### src/rtl/booth_rebuild8_pkg.sv
// Shared widths, FSM/opcode encodings and the Booth accumulator payload for booth_rebuild8.
// Optional compare feature in the top is enabled by BOOTH_REBUILD_CHECK_EN.
package booth_rebuild8_pkg;

  localparam int unsigned N  = 8;
  localparam int unsigned RW = 2 * N;
  localparam int unsigned AW = N + 1;
  localparam int unsigned CW = $clog2(N);

  typedef enum logic [1:0] {
    ST_IDLE = 2'd0,
    ST_RUN  = 2'd1,
    ST_DONE = 2'd2
  } state_e;

  typedef enum logic [1:0] {
    OP_NOP = 2'd0,
    OP_ADD = 2'd1,
    OP_SUB = 2'd2
  } booth_op_e;

  // Partial-product accumulator {A, Q, Q_-1}
  typedef struct packed {
    logic [AW-1:0] a;
    logic [N-1:0]  q;
    logic          q_m1;
  } booth_acc_t;

  function automatic booth_op_e booth_decode(input logic q0, input logic q_m1);
    booth_op_e op;
    case ({q0, q_m1})
      2'b01:   op = OP_ADD;
      2'b10:   op = OP_SUB;
      default: op = OP_NOP;
    endcase
    return op;
  endfunction

endpackage

### src/rtl/booth_rebuild8_booth_step.sv
// One radix-2 Booth step: conditional add/subtract of M into A, then arithmetic
// right shift of {A, Q, Q_-1}. Purely combinational.
module booth_step
  import booth_rebuild8_pkg::*;
(
  input  logic [AW-1:0] i_a,
  input  logic [N-1:0]  i_q,
  input  logic          i_q_m1,
  input  logic [N-2:0]  i_m,
  output booth_acc_t    o_acc_c
);

  logic [AW-1:0] w_m_ext;
  logic [AW-1:0] w_sum;
  booth_op_e     w_op;

  assign w_m_ext = {2'b00, i_m};
  assign w_op    = booth_decode(i_q[0], i_q_m1);

  always_comb begin
    w_sum = i_a;
    case (w_op)
      OP_ADD:  w_sum = i_a + w_m_ext;
      OP_SUB:  w_sum = i_a - w_m_ext;
      default: w_sum = i_a;
    endcase
  end

  // Sign bit of A is replicated; the old Q_-1 falls off the bottom
  always_comb begin
    o_acc_c.a    = {w_sum[AW-1], w_sum[AW-1:1]};
    o_acc_c.q    = {w_sum[0], i_q[N-1:1]};
    o_acc_c.q_m1 = i_q[0];
  end

endmodule

### src/rtl/booth_rebuild8.sv
// Sequential Booth multiply-accumulate: result = quo * {0,divisor} + sext(rem).
// Define BOOTH_REBUILD_CHECK_EN to add the dividend_exp input and mismatch output.
module booth_rebuild8
  import booth_rebuild8_pkg::*;
(
  input  logic          clk,
  input  logic          reset,
  input  logic          start,
  input  logic [N-1:0]  quo,
  input  logic [N-2:0]  divisor,
  input  logic [N-1:0]  rem,
`ifdef BOOTH_REBUILD_CHECK_EN
  input  logic [N-1:0]  dividend_exp,
  output logic          mismatch,
`endif
  output logic          busy,
  output logic          done,
  output logic [RW-1:0] result
);

  state_e        r_state;
  state_e        w_state_nxt;
  logic          r_busy;
  logic          r_done;
  logic          w_busy_nxt;
  logic          w_done_nxt;

  logic [N-2:0]  r_m;
  logic [AW-1:0] r_a;
  logic [N-1:0]  r_q;
  logic          r_q_m1;
  logic [N-1:0]  r_rem;
  logic [CW-1:0] r_cnt;
  logic [RW-1:0] r_result;

  logic          w_accept;
  logic          w_last;
  booth_acc_t    w_step;
  logic [RW-1:0] w_final;

  assign w_accept = start && ((r_state == ST_IDLE) || (r_state == ST_DONE));
  assign w_last   = (r_state == ST_RUN) && (r_cnt == CW'(N - 1));

  booth_step u_step (
    .i_a     (r_a),
    .i_q     (r_q),
    .i_q_m1  (r_q_m1),
    .i_m     (r_m),
    .o_acc_c (w_step)
  );

  // Low RW bits of the shifted {A,Q} plus the sign-extended remainder, mod 2^RW
  assign w_final = {w_step.a[N-1:0], w_step.q} + {{(RW - N){r_rem[N-1]}}, r_rem};

  // State register with registered status flags
  always_ff @(posedge clk) begin
    if (reset) begin
      r_state <= ST_IDLE;
      r_busy  <= 1'b0;
      r_done  <= 1'b0;
    end else begin
      r_state <= w_state_nxt;
      r_busy  <= w_busy_nxt;
      r_done  <= w_done_nxt;
    end
  end

  always_comb begin
    w_state_nxt = r_state;
    case (r_state)
      ST_IDLE: if (start) w_state_nxt = ST_RUN;
      ST_RUN:  if (w_last) w_state_nxt = ST_DONE;
      ST_DONE: w_state_nxt = start ? ST_RUN : ST_IDLE;
      default: w_state_nxt = ST_IDLE;
    endcase
  end

  always_comb begin
    w_busy_nxt = 1'b0;
    w_done_nxt = 1'b0;
    case (w_state_nxt)
      ST_RUN:  w_busy_nxt = 1'b1;
      ST_DONE: w_done_nxt = 1'b1;
      default: ;
    endcase
  end

  // Operand capture, Booth iteration and final accumulate
  always_ff @(posedge clk) begin
    if (reset) begin
      r_m      <= '0;
      r_a      <= '0;
      r_q      <= '0;
      r_q_m1   <= 1'b0;
      r_rem    <= '0;
      r_cnt    <= '0;
      r_result <= '0;
    end else if (w_accept) begin
      r_m    <= divisor;
      r_a    <= '0;
      r_q    <= quo;
      r_q_m1 <= 1'b0;
      r_rem  <= rem;
      r_cnt  <= '0;
    end else if (r_state == ST_RUN) begin
      r_a    <= w_step.a;
      r_q    <= w_step.q;
      r_q_m1 <= w_step.q_m1;
      r_cnt  <= r_cnt + CW'(1);
      if (w_last) r_result <= w_final;
    end
  end

`ifdef BOOTH_REBUILD_CHECK_EN
  logic [N-1:0] r_dexp;
  logic         r_mismatch;

  always_ff @(posedge clk) begin
    if (reset) begin
      r_dexp     <= '0;
      r_mismatch <= 1'b0;
    end else begin
      if (w_accept) r_dexp <= dividend_exp;
      if (w_last)   r_mismatch <= (w_final != {{(RW - N){r_dexp[N-1]}}, r_dexp});
    end
  end

  assign mismatch = r_mismatch;
`endif

  assign busy   = r_busy;
  assign done   = r_done;
  assign result = r_result;

endmodule

### config.mk
export PLATFORM = sky130hd
export DESIGN_NAME = booth_rebuild8
export DESIGN_NICKNAME = d
export VERILOG_FILES = /design/src/rtl/booth_rebuild8_pkg.sv /design/src/rtl/booth_rebuild8_booth_step.sv /design/src/rtl/booth_rebuild8.sv
export SDC_FILE = /design/constraint.sdc
export NUM_CORES = 1
export LEC_CHECK = 0
export CAP_MARGIN = 0
export CORE_ASPECT_RATIO = 0.8
export CORE_MARGIN = 8
export CORE_UTILIZATION = 60
export DETAILED_ROUTE_END_ITERATION = 8
export PLACE_DENSITY = 0.83
export SYNTH_ARGS = -nofsm -noshare
export SYNTH_HDL_FRONTEND = slang
export SYNTH_HIERARCHICAL = 1
export SYNTH_SLANG_ARGS = --single-unit
export TNS_END_PERCENT = 100
### constraint.sdc
create_clock -name clk -period 9.6 [get_ports clk]
set_input_delay 1.44 -clock clk [delete_from_list [all_inputs] [get_ports clk]]
set_output_delay 1.44 -clock clk [all_outputs]
set_load 0.01 [all_outputs]
==> results.cfg <==
[placement]
preCtsSetupSlack_ps = 6040
place_congestion = 0.8878
portBuffers = 43
dp_hpwl_um = 6212

[timing]
fin_crit_ps = 3600
rsz0062_at_grt = no
clock_skew_ps = 5.937
post-route-period-util_pct = 37.50
setup_tns_ps = 0
max_freq_ghz = 0.2778
worst_slew_pin_slew_ps = 965.0
slew_violations = 0
slew_headroom_pct = 35.53
finalSetupViolations = 0
hold_viol = 0
worst_slack_ps = 6000

[synthesis]
yosysMostFrequentCell = nand2_1
synth_commonest_cells = 91 x nand2_1, 56 x dfxtp_1, 51 x a21oi_1, 32 x nor2_1, 27 x ha_1
synth_area_sq_um = 3571
synth_seq_area_share_pct = 31.39
synth_nets = 522
yosys-top-cells-area = dfxtp_1 31%, nand2_1 9.6%, ha_1 9.5%, a21oi_1 7.1%, nor2_1 3.4%
synth.largest_area_cell = dfxtp_1
yosys_warnings = 6
synth-async-reset-ratio_pct = 0
ys.flop_type = dfxtp_1
synth_edf_count = 0
synth_top_area_share_pct = 31.39
syn_avg_cell_area_sq_um = 7.647
synthCells = 467
synth_cell_type_count = 67
ys_ff_latch = 56

[layout]
antenna_cells = 0
final_nets = 537
nFillCells = 491
area_growth_pct = 12.02
drive_gt1_share_pct = 3.520

[floorplan]
die_h_um = 85
dieArea_sq_um = 8691
die_x_um = 102.3
num_io_pins = 44
coreArea_sq_um = 5818
rows = 25
start_util_pct = 61.38

[pwr]
p_leak_uw = 0.001579
p_int_uw = 358.8
sw_frac_of_total_pct = 33.63
power_frac_seq_pct = 46.6
vdd_ir_drop_max_mv = 0.07422
power_uw = 540.5
switching_power_uw = 181.8
clockPowerShare_pct = 24.9
power_frac_comb_pct = 28.5
p_per_area_nw_per_um2 = 135.1

[clocking]
post_cts_resized = 0
tritoncts = yes
cts_buffer_depth = 2
clk_pin_slew_ps = 110
cts_buffers = 5
clk_latency_ps = 310
cts-htree-levels = 2
postCtsHoldBufs = 0
cts_root_buffer = clkbuf_8
post_cts_buffers = 0
cts.sinks = 56

[route]
drt_pass1_iterations = 5
first_iter_violations = 279
drcViolationCount = 0
avgRoutedWirePerCell_um = 14.64
final_antenna_net_count = 0
viasPerCell = 5.817
wl_um = 8257
dr_total_vias = 3281

[run_status]
status = finished clean

[flow_run]
drv_cap = 0

[grt]
grt_pass1_wl_um = 13660
gr-total-overflow = 0
grt_max_degree = 43
antenna_found_initial = 0
grt_pass1_vias = 2894
track_usage_pct = 19.11

[setup_path]
critPathRequiredTime_ps = 9810
crit_fanout = 9
critical_path_class = flip-flop to flip-flop
critPathLaunchType = flip-flop
critPathArrivalTime_ps = 3810
endpoint_kind = flip-flop

[hold_path]
hold_path.class = flip-flop to flip-flop
[cells in the final DEF (no fill, tap or decap), types with 2 or more instances in the layout]
master / count
o21ai_1: 3
ha_1: 27
nand3_1: 15
clkbuf_8: 5
a211oi_1: 4
mux2i_1: 5
fa_1: 2
nor4b_1: 2
clkdlybuf4s50_1: 43
nor3b_1: 2
a31oi_1: 5
dfxtp_1: 56
nor3_1: 15
o31ai_1: 4
nand2_1: 91
and4_1: 2
o211ai_1: 3
a21o_1: 8
and3_1: 4
or3_1: 3
inv_1: 13
a21oi_1: 51
and2_1: 2
or4_1: 4
o22ai_1: 9
nand4_1: 3
o21a_1: 3
nor2_1: 32
nor4_1: 2
o21ai_0: 13
nor2b_1: 4
or2b_1: 2
xnor2_1: 11
[flip-flops by register name (all words and copies together), names as in the netlist]
name,flops
result,16
busy,1
r_m,7
r_state,2
r_a,9
r_cnt,3
r_q,8
done,1
r_q_m1,1
r_rem,8
[critical path: stages, from the launching register on]
cell and delay, ps:
dfxtp_1 370, ha_1 350, mux2i_1 330, ha_1 280, nor2b_1 130, o21ai_2 160, a21oi_2 90, or4_1 470
nand3_1 110, ha_1 320, a21oi_1 270, o21a_1 210, mux2i_1 190, a21o_1 130, o211ai_1 70
[final cells by class]
cell class / count / area (sq um) / area share, %
Clock inverter: 3 / 22.52 / 0.5630
Sequential cell: 56 / 1121 / 28.03
Tap cell: 81 / 101.3 / 2.534
Clock buffer: 5 / 68.82 / 1.720
Multi-Input combinational cell: 362 / 2200 / 54.99
Timing Repair Buffer: 44 / 437.9 / 10.95
Inverter: 13 / 48.80 / 1.220
[through the flow]
step	instance area, sq um	util [%]	std cells	hold slack [ps]
final	4000	68.75	564	457.4
after floorplan	3571	-	467	422.4
after global routing	4000	68.75	564	478.7
after CTS	4000	68.75	564	462.5
after detailed placement	3909	67.18	556	450.0
after global placement	3909	67.18	556	440.2
[power by group through the flow]
| stage | Combinational (uW) | Clock, uW | Sequential (uW) |
|---|---|---|---|
| floorplan | 127 | 0 | 253 |
| global placement | 148 | 0 | 257 |
| detailed placement | 152 | 0 | 257 |
| CTS | 153 | 137 | 252 |
| global route | 171 | 144 | 253 |
| finish | 154 | 135 | 252 |
[cell families (layout without fill, tap and decap cells)]
kind of cell,Yosys count,after routing,synth area share (%)
and+or+nand+nor,193,193,25.23
AOI/OAI and AO/OA,122,122,21.13
DFF,56,56,31.39
buffers and inverters,49,65,7.007
adders and majority gates,29,29,10.58
xor gates and xnor gates,12,12,2.943
muxes,6,6,1.717
[routing by layer]
layer  part of all wire [%]  vias to the layer above  track usage [%]
li1                       -                     1680                -
met1                     50                     1511            26.46
met2                     44                       84            29.40
met3                    5.4                        6            3.761
met4                   0.74                        0            4.521
met5                      0                        -                0
[final timing paths]
check             from          to  slack [ps]  depth (start not counted)
min          result[5]   result[5]         460                          2
min reg2reg  result[5]   result[5]         460                          2
max reg2reg     r_q[0]  result[15]        6000                         14
max             r_q[0]  result[15]        6000                         14
Note: power is estimated with default switching activity, not from simulation.
